--- config.mk ---
export PLATFORM = sky130hd
export DESIGN_NAME = modmul_mmio
export DESIGN_NICKNAME = d
export VERILOG_FILES = /design/src/rtl/modmul_mmio.sv
export SDC_FILE = /design/constraint.sdc
export NUM_CORES = 1
export LEC_CHECK = 0
export CORE_MARGIN = 4
export CORE_UTILIZATION = 45
export CTS_CLUSTER_DIAMETER = 150
export DETAILED_ROUTE_END_ITERATION = 6
export PLACE_DENSITY = 0.67
export SLEW_MARGIN = 10
export SYNTH_ARGS = -nofsm -noshare
export SYNTH_HDL_FRONTEND = slang
export SYNTH_SLANG_ARGS = --single-unit
--- constraint.sdc ---
create_clock -name clk -period 12.1 [get_ports clk]
set_clock_uncertainty 0.1 [all_clocks]
set_input_delay 1.21 -clock clk [delete_from_list [all_inputs] [get_ports clk]]
set_output_delay 1.21 -clock clk [all_outputs]
set_load 0.005 [all_outputs]
--- src/rtl/modmul_mmio.sv ---
// Memory-mapped modular multiplier: R = (A*B) mod N by interleaved shift-add,
// one bit of A per cycle, MSB first. Register window sits on the MEM-stage bus.
module modmul_mmio #(
  parameter logic [31:0] BASE_ADDR = 32'h0000_0400,
  parameter int          OPW       = 32
) (
  input  logic        clk,
  input  logic        reset,
  input  logic [31:0] addr,
  input  logic [31:0] wdata,
  input  logic        we,
  output logic        sel,
  output logic [31:0] rdata,
  output logic        busy,
  output logic        done_irq
);

  localparam int CW = (OPW > 1) ? $clog2(OPW) : 1;
  // Two guard bits: 2*acc + B stays below 3*N when A, B < N.
  localparam int AW = OPW + 2;

  typedef enum logic [1:0] {IDLE, RUN, FIN} state_t;

  state_t           state, state_n;
  logic [OPW-1:0]   a, b, n, result;
  logic [AW-1:0]    acc;
  logic [CW-1:0]    cnt;
  logic             done, err;

  logic [2:0]       ofs;
  logic             wr, start, clr, n_zero;
  logic [AW-1:0]    n_ext, t0, t1, t2;
  logic             unused;

  assign sel    = (addr[31:5] == BASE_ADDR[31:5]);
  assign ofs    = addr[4:2];
  assign wr     = we & sel;
  assign start  = wr && (ofs == 3'd3) && wdata[0];
  assign clr    = wr && (ofs == 3'd3) && wdata[1];
  assign n_zero = (n == '0);
  assign busy   = (state == RUN);
  assign done_irq = (state == FIN);
  assign unused = ^{addr[1:0], acc[AW-1]};

  // One shift-add step with up to two conditional subtractions of N.
  always_comb begin
    n_ext = {2'b00, n};
    t0    = {acc[AW-2:0], 1'b0} + (a[cnt] ? {2'b00, b} : '0);
    t1    = (t0 >= n_ext) ? (t0 - n_ext) : t0;
    t2    = (t1 >= n_ext) ? (t1 - n_ext) : t1;
  end

  // FSM state register.
  always_ff @(posedge clk) begin
    if (!reset) state <= IDLE;
    else        state <= state_n;
  end

  // Next state: N==0 skips the run and goes straight to FIN with err set.
  always_comb begin
    state_n = state;
    case (state)
      IDLE:    if (start) state_n = n_zero ? FIN : RUN;
      RUN:     if (cnt == '0) state_n = FIN;
      FIN:     state_n = IDLE;
      default: state_n = IDLE;
    endcase
  end

  // Operand registers, accumulator, status flags. Later assignments win,
  // so start overrides clear and FIN's done overrides clear.
  always_ff @(posedge clk) begin
    if (!reset) begin
      a <= '0; b <= '0; n <= '0; result <= '0;
      acc <= '0; cnt <= '0; done <= 1'b0; err <= 1'b0;
    end else begin
      if (state == IDLE && wr) begin
        case (ofs)
          3'd0:    a <= wdata[OPW-1:0];
          3'd1:    b <= wdata[OPW-1:0];
          3'd2:    n <= wdata[OPW-1:0];
          default: ;
        endcase
      end
      if (clr) begin
        done <= 1'b0;
        err  <= 1'b0;
      end
      case (state)
        IDLE: if (start) begin
          done <= 1'b0;
          err  <= n_zero;
          acc  <= '0;
          cnt  <= CW'(OPW - 1);
          if (n_zero) result <= '0;
        end
        RUN: begin
          acc <= t2;
          cnt <= cnt - 1'b1;
          if (cnt == '0) result <= t2[OPW-1:0];
        end
        FIN: done <= 1'b1;
        default: ;
      endcase
    end
  end

  // Register read mux, combinational from addr.
  always_comb begin
    rdata = '0;
    if (sel) begin
      case (ofs)
        3'd0:    rdata = 32'(a);
        3'd1:    rdata = 32'(b);
        3'd2:    rdata = 32'(n);
        3'd3:    rdata = {29'b0, err, done, busy};
        3'd4:    rdata = 32'(result);
        default: rdata = '0;
      endcase
    end
  end

endmodule

==> PnR_summary.wiki, run 1 <==
{| class="wikitable"
! Metric !! Value
|-
| Via count || 13800
|-
| Worst setup path startpoint || cnt[0]$_SDFFE_PN0P_
|-
| Number of instances in the synthesized netlist || 1781
|-
| Worst-path maximum fanout || 17
|-
| Count of buffers inserted at the top-level ports || 99
|-
| Source of the worst hold timing path || b[27]$_SDFFE_PN0P_
|-
| Mean instance size in the synthesized netlist || 7.65 um2
|-
| Clock slew at the register clock pins of the worst setup and hold paths || 0.07 ns
|-
| ANT nets after route || 0
|-
| Post-synthesis instance area || 0.0136 mm2
|-
| Achievable Freq || 88.3 MHz
|-
| Maximum number of pins on one net before global-route repair || 107
|-
| Height of the chip || 182 um
|-
| GRT Resource Usage Total || 26.9%
|-
| H-tree depth || 4
|-
| Antenna fix cells || 0
|-
| Clock insertion delay at the later pin of the skew report || 0.44 ns
|-
| Critical Path Sink Type || flip-flop
|-
| Signed area change from the synthesized netlist to the final layout || 13.7%
|-
| Resized cells post-CTS || 0
|-
| Total number of nets in the final design || 1984
|-
| Postcts setup bufs || 0
|-
| CTS tree || built
|-
| Leakage || 5.96 nW
|-
| Number of top-level pins || 102
|-
| Clock Tree Root || sky130_fd_sc_hd__clkbuf_16
|-
| Post-route DRC || 0
|-
| Hold WS || 0.367 ns
|-
| Time the final worst path needs with I/O delays and setup || 11.32 ns
|-
| Setup repair after global routing missed its margin || false
|-
| Placed wire-length estimate || 35600 um
|-
| Count of placed standard cells in the final layout, fillers left out || 2220
|-
| DR pass1 iterations || 6
|-
| Total number of yosys warnings || 0
|-
| Number of placed instances with taps included || 2188
|-
| Initial drt markers || 1475
|-
| Share of final-layout standard cells stronger than drive strength 1 || 6.89%
|-
| Power density over the cells || 76.4 mW/mm2
|-
| Type of the worst min-delay path || flip-flop to flip-flop
|-
| Flip-flop and latch count after synthesis || 170
|-
| Maximum vdd drop || 106 uV
|-
| Slowest cell on the critical path || sky130_fd_sc_hd__mux4_2
|-
| Routability congestion estimate from global placement || 0.916
|-
| Slew at the pin with the worst max-slew slack || 1.12 ns
|-
| Async SR Flop Fraction || 0%
|-
| Worst slew margin relative to its limit || 25.5%
|-
| CP startpoint kind || flip-flop
|-
| Clock sinks || 170
|-
| Max-cap check violation count || 0
|-
| Number of endpoints with negative hold slack in the final report || 0
|-
| Max-slew violation total from the final report || 0
|-
| Number of antenna violations at the first check in global routing || 0
|-
| Detailed-route wire length per cell || 20.7 um
|-
| Worst Path Arrival || 11.57 ns
|-
| Via count of the first global-routing pass || 12600
|-
| Final standard cell area without fillers || 0.0155 mm2
|-
| CP peak stage delay || 0.58 ns
|-
| Sum of negative setup slack || 0 ns
|-
| Sequential-to-total area share from yosys stat || 25.0%
|-
| Final setup vio count || 0
|-
| Most common cell type on the critical path || sky130_fd_sc_hd__ha_1
|-
| Count of standard-cell rows || 63
|-
| Total Routed Length || 46000 um
|-
| Synth cell types || 88
|-
| Data required time of the critical path || 12.35 ns
|-
| Critical path type || flip-flop to flip-flop
|-
| Overall die area || 0.0331 mm2
|-
| Number of enable flip-flop cells after synthesis || 0
|-
| Starting density of the core || 45.7%
|-
| CTS Buffer Depth || 2
|-
| Share of the clock period used by the worst path after layout || 93.6%
|-
| Overall overflow remaining after global route || 0
|-
| Global-route wire length before repair || 71500 um
|-
| Cell family with most CP delay || compound AO/OA/AOI/OAI gates
|-
| Total of hold buffers inserted after clock tree synthesis || 0
|-
| Most used flip-flop cell after synthesis || sky130_fd_sc_hd__dfxtp_1
|-
| Die Width || 182 um
|-
| Area after detailed placement || 0.0149 mm2
|-
| Placeable core region || 0.0298 mm2
|-
| Worst flop-to-flop path startpoint || cnt[0]$_SDFFE_PN0P_
|-
| Net Count, Synth || 1948
|-
| Average via count per standard cell || 6.20
|-
| Run status || complete, no violations
|-
| Buf/Inv on CP || 2
|-
| Number of buffers created by CTS || 17
|}
-- synth_stat cells, types with 5 or more instances --
library cell | instances | share of area [%]
sky130_fd_sc_hd__nor2b_1 | 43 | 2.0
sky130_fd_sc_hd__nand3_1 | 24 | 0.88
sky130_fd_sc_hd__dfxtp_1 | 170 | 25
sky130_fd_sc_hd__nor3_1 | 34 | 1.2
sky130_fd_sc_hd__ha_1 | 97 | 8.9
sky130_fd_sc_hd__or3_1 | 12 | 0.55
sky130_fd_sc_hd__nand2_1 | 302 | 8.3
sky130_fd_sc_hd__o21ai_1 | 17 | 0.62
sky130_fd_sc_hd__buf_6 | 5 | 0.41
sky130_fd_sc_hd__nand4_1 | 14 | 0.64
sky130_fd_sc_hd__clkbuf_1 | 79 | 2.2
sky130_fd_sc_hd__xor2_1 | 32 | 2.1
sky130_fd_sc_hd__nand2b_1 | 16 | 0.73
sky130_fd_sc_hd__a22oi_1 | 62 | 3.4
sky130_fd_sc_hd__o21bai_1 | 15 | 0.83
sky130_fd_sc_hd__nor4_1 | 18 | 0.83
sky130_fd_sc_hd__and2_1 | 10 | 0.46
sky130_fd_sc_hd__a21oi_1 | 212 | 7.8
sky130_fd_sc_hd__a211oi_1 | 19 | 1.0
sky130_fd_sc_hd__mux2_2 | 20 | 1.7
sky130_fd_sc_hd__a31oi_1 | 11 | 0.50
sky130_fd_sc_hd__o21a_1 | 14 | 0.77
sky130_fd_sc_hd__a22o_1 | 7 | 0.45
sky130_fd_sc_hd__nor2_1 | 81 | 2.2
sky130_fd_sc_hd__buf_2 | 15 | 0.55
sky130_fd_sc_hd__mux4_2 | 10 | 1.7
sky130_fd_sc_hd__a221oi_1 | 7 | 0.45
sky130_fd_sc_hd__o21ai_0 | 65 | 2.4
sky130_fd_sc_hd__a221o_1 | 14 | 1.0
sky130_fd_sc_hd__xnor2_1 | 42 | 2.7
sky130_fd_sc_hd__inv_1 | 75 | 2.1
sky130_fd_sc_hd__o211ai_1 | 17 | 0.94
sky130_fd_sc_hd__o31ai_1 | 10 | 0.55
sky130_fd_sc_hd__and3_1 | 14 | 0.64
sky130_fd_sc_hd__a32oi_1 | 29 | 1.9
sky130_fd_sc_hd__a21o_1 | 30 | 1.7
sky130_fd_sc_hd__mux2i_1 | 31 | 2.3
-- cells by family (layout without fill, tap and decap cells) --
| group | Yosys count | count (layout) | synth area share, % |
|---|---|---|---|
| buffers and inverters | 180 | 229 | 5.49 |
| AOI/OAI and AO/OA | 597 | 597 | 29.5 |
| and+or+nand+nor | 599 | 599 | 20.4 |
| adders and majority gates | 100 | 100 | 9.35 |
| muxes | 61 | 61 | 5.58 |
| DFF | 170 | 170 | 25.0 |
| xor gates and xnor gates | 74 | 74 | 4.76 |
-- power by group --
group          switching [mW]  internal [mW]
Sequential     0.000000000287          0.559
Clock                   0.249          0.329
Combinational          0.0252         0.0217
-- cell usage in the layout (no fill, tap or decap), drive strengths merged, types with 13 or more instances in the layout --
master / Yosys / layout
o21ai: 85 / 85
a21oi: 213 / 213
xor2: 32 / 32
o21a: 14 / 14
clkbuf: 80 / 17
clkdlybuf4s50: 0 / 99
a221o: 14 / 14
a31oi: 13 / 13
nor2: 81 / 81
nand4: 14 / 14
nor4: 19 / 19
nand3: 25 / 25
a211oi: 19 / 19
xnor2: 42 / 42
buf: 24 / 22
dfxtp: 170 / 170
and3: 14 / 14
nor3: 34 / 34
a22oi: 62 / 62
a32oi: 29 / 29
nand2b: 16 / 16
mux2i: 31 / 31
nor2b: 43 / 43
o21bai: 15 / 15
mux2: 20 / 20
a21o: 30 / 30
ha: 97 / 97
nand2: 304 / 304
inv: 76 / 79
o211ai: 17 / 17
-- layer usage --
| metal | vias up | track usage (%) | routed length, um |
|---|---|---|---|
| met3 | 62 | 4.29 | 3830 |
| met2 | 625 | 39.9 | 19400 |
| li1 | 6614 | - | - |
| met4 | 0 | 8.44 | 1340 |
| met1 | 6461 | 39.9 | 21500 |
| met5 | - | 0 | 0 |
-- area by class of cell --
type                            instances  area (um2)
Tap cell                              390         488
Clock inverter                         15         191
Timing Repair Buffer                  121        1170
Multi-Input combinational cell       1431        9530
Fill cell                            2945       14300
Clock buffer                           17         425
Inverter                               76         285
Sequential cell                       170        3400
-- state kept, by name, summed over array words and instances (netlist names) --
register	cells
state	2
err	1
a	32
b	32
n	32
done	1
result	32
cnt	5
acc	33
-- path summary, 6_finish.rpt --
| check | endpoint | slack (ns) | cells past startpoint |
|---|---|---|---|
| worst min-delay path | b[27]$_SDFFE_PN0P_ | 0.37 | 2 |
| worst max-delay path | result[0]$_SDFFE_PN0P_ | 0.78 | 34 |
| worst max register to register | result[0]$_SDFFE_PN0P_ | 0.78 | 34 |
| worst min register to register | b[27]$_SDFFE_PN0P_ | 0.37 | 2 |
-- worst min-delay path: cells and delay by family, from the launching register on --
kind / cells / cell delay [ns]
and+or+nand+nor: 1 / 0.05
AOI/OAI and AO/OA: 1 / 0.05
DFF: 1 / 0.32
-- stage by stage --
step                      utilization, %  power (mW)  setup WS [ns]
after floorplan                        -       0.587           2.19
after global placement              49.9       0.618          0.758
after detailed placement            49.9       0.618          0.596
after CTS                           52.0        1.19          0.533
after global routing                52.0        1.22          0.253
final                               52.0        1.18          0.779
(Power assumes the default switching activity.)
==> run 2: changes to the inputs <==
--- a/config.mk
+++ b/config.mk
@@ -6,10 +6,10 @@
 export NUM_CORES = 1
 export LEC_CHECK = 0
 export CORE_MARGIN = 4
-export CORE_UTILIZATION = 45
+export CORE_UTILIZATION = 40
 export CTS_CLUSTER_DIAMETER = 150
 export DETAILED_ROUTE_END_ITERATION = 6
-export PLACE_DENSITY = 0.67
+export PLACE_DENSITY = 0.61
 export SLEW_MARGIN = 10
 export SYNTH_ARGS = -nofsm -noshare
 export SYNTH_HDL_FRONTEND = slang
==> PnR_summary.wiki, run 2 (synthesis gave the netlist of run 1 again) <==
{| class="wikitable"
! Metric !! Value
|-
| Type of the worst min-delay path || flip-flop to flip-flop
|-
| Power density over the cells || 74.8 mW/mm2
|-
| Final setup vio count || 0
|-
| Data required time of the critical path || 12.37 ns
|-
| Via count of the first global-routing pass || 12900
|-
| Signed area change from the synthesized netlist to the final layout || 14.4%
|-
| GRT Resource Usage Total || 25.4%
|-
| ANT nets after route || 0
|-
| Comb pwr share || 4.1%
|-
| Setup repair after global routing missed its margin || false
|-
| Clock sinks || 170
|-
| Place WS || 0.421 ns
|-
| Maximum number of pins on one net before global-route repair || 102
|-
| Number of endpoints with negative hold slack in the final report || 0
|-
| Switching power of the nets || 0.259 mW
|-
| Initial drt markers || 1422
|-
| Maximum vdd drop || 111 uV
|-
| Routability congestion estimate from global placement || 0.937
|-
| Overall die area || 0.0371 mm2
|-
| Hold WS || 0.370 ns
|-
| Slowest cell on the critical path || sky130_fd_sc_hd__dfxtp_1
|-
| Max-slew violation total from the final report || 0
|-
| Share of the clock period used by the worst path after layout || 95.2%
|-
| Post-route DRC || 2
|-
| Placed wire-length estimate || 37300 um
|-
| Share of the core filled with cells in the final layout || 46.5%
|-
| Number of top-level pins || 102
|-
| Worst slew margin relative to its limit || 27.4%
|-
| Overall overflow remaining after global route || 0
|-
| CP peak stage delay || 0.78 ns
|-
| Height of the chip || 193 um
|-
| H-tree depth || 4
|-
| CP startpoint kind || flip-flop
|-
| Total number of nets in the final design || 1991
|-
| Detailed-route wire length per cell || 20.8 um
|-
| Net switching share of the total power || 22.2%
|-
| Total Routed Length || 47600 um
|-
| Count of buffers inserted at the top-level ports || 99
|-
| Achievable Freq || 86.8 MHz
|-
| Violations in the final reports || design-rule violations
|-
| DR pass1 iterations || 7
|-
| Largest register FFs || 33
|-
| Starting density of the core || 40.6%
|-
| Global-route wire length before repair || 73500 um
|-
| Worst Path Arrival || 11.79 ns
|-
| Slew at the pin with the worst max-slew slack || 1.09 ns
|-
| Leakage || 5.98 nW
|-
| Antenna fix cells || 0
|-
| CTS Buffer Depth || 2
|-
| Via count || 13700
|-
| Clock Tree Root || sky130_fd_sc_hd__clkbuf_16
|-
| Register ranked first by flip-flop count || acc
|-
| Number of antenna violations at the first check in global routing || 1
|-
| Time the final worst path needs with I/O delays and setup || 11.52 ns
|-
| Share of final-layout standard cells stronger than drive strength 1 || 7.08%
|-
| Critical Path Sink Type || flip-flop
|-
| Placeable core region || 0.0335 mm2
|-
| Most frequent cells in the layout || 302 x sky130_fd_sc_hd__nand2_1, 212 x sky130_fd_sc_hd__a21oi_1, 170 x sky130_fd_sc_hd__dfxtp_1
|-
| Sequential share of power || 47.9%
|-
| Commonest non-fill, non-tap cell in the layout || sky130_fd_sc_hd__nand2_1
|-
| Average via count per standard cell || 5.98
|-
| Clock insertion delay at the later pin of the skew report || 0.43 ns
|-
| Count of standard-cell rows || 67
|-
| Number of buffers created by CTS || 17
|-
| Cell Int Power || 0.907 mW
|-
| Critical path type || flip-flop to flip-flop
|-
| Worst path setup slack after routing || 0.579 ns
|-
| CTS tree || built
|-
| Die Width || 193 um
|-
| Worst-path maximum fanout || 16
|-
| Max-cap check violation count || 0
|-
| Clk pwr share || 48.0%
|-
| Sum of negative setup slack || 0 ns
|-
| Run status || complete, but fails checks
|-
| Clock slew at the register clock pins of the worst setup and hold paths || 0.06 ns
|}
==> run 2: cell types whose count changed in the layout (fill, tap and decap cells not counted), sizes merged <==
cell,delta
clkbuf,+5
buf,+7
bufinv,-1
inv,-1
clkinv,-4
==> run 2: repair_timing <==
action                     4_1_cts  5_1_grt
gates resized for setup          0        1
setup endpoints to repair        0       15
setup buffers                    0        4
hold buffers                     0        0
==> run 2: worst max-delay path: cells and delay by family (launching register included) <==
| family | cells | cell delay [ns] |
|---|---|---|
| mux | 4 | 1.87 |
| fa+ha+maj | 4 | 1.48 |
| simple gates | 9 | 2.59 |
| compound gates | 14 | 3.74 |
| xor+xnor | 1 | 0.10 |
| buf+inv | 3 | 0.78 |
| flops | 1 | 0.78 |
==> run 2: path summary, 6_finish.rpt <==
path                        from                      to  slack, ns  cells past startpoint
max reg2reg  cnt[0]$_SDFFE_PN0P_  result[3]$_SDFFE_PN0P_       0.58                     35
max          cnt[0]$_SDFFE_PN0P_  result[3]$_SDFFE_PN0P_       0.58                     35
min reg2reg    b[7]$_SDFFE_PN0P_       b[7]$_SDFFE_PN0P_       0.37                      2
min            b[7]$_SDFFE_PN0P_       b[7]$_SDFFE_PN0P_       0.37                      2
==> run 2: layout make-up <==
cell class,count,area (um2)
Fill cell,3377,17900
Multi-Input combinational cell,1431,9530
Sequential cell,170,3400
Timing Repair Buffer,128,1210
Tap cell,448,561
Clock buffer,22,484
Inverter,76,285
Clock inverter,9,111
==> run 2: through the flow <==
stage / std cells / cell area [um2] / total power, mW
after detailed placement: 2249 / 15000 / 0.619
final: 2284 / 15600 / 1.17
after global placement: 2249 / 15000 / 0.619
after global routing: 2284 / 15600 / 1.20
after CTS: 2280 / 15600 / 1.17
after floorplan: 1781 / 13600 / 0.587
==> run 2: power groups by stage <==
| stage | combinational, mW | sequential, mW | clock [mW] |
|---|---|---|---|
| finish | 0.0477 | 0.559 | 0.560 |
| global route | 0.0502 | 0.559 | 0.589 |
| CTS | 0.0474 | 0.559 | 0.565 |
| detailed placement | 0.0473 | 0.572 | 0 |
| global placement | 0.0470 | 0.572 | 0 |
| floorplan | 0.0146 | 0.572 | 0 |
==> run 2: layer usage <==
| metal | wire length (um) | global-route usage [%] | up-vias |
|---|---|---|---|
| li1 | - | - | 6618 |
| met1 | 22600 | 37.4 | 6460 |
| met2 | 20700 | 39.7 | 539 |
| met3 | 3480 | 3.22 | 49 |
| met4 | 829 | 5.43 | 0 |
| met5 | 0 | 0 | - |
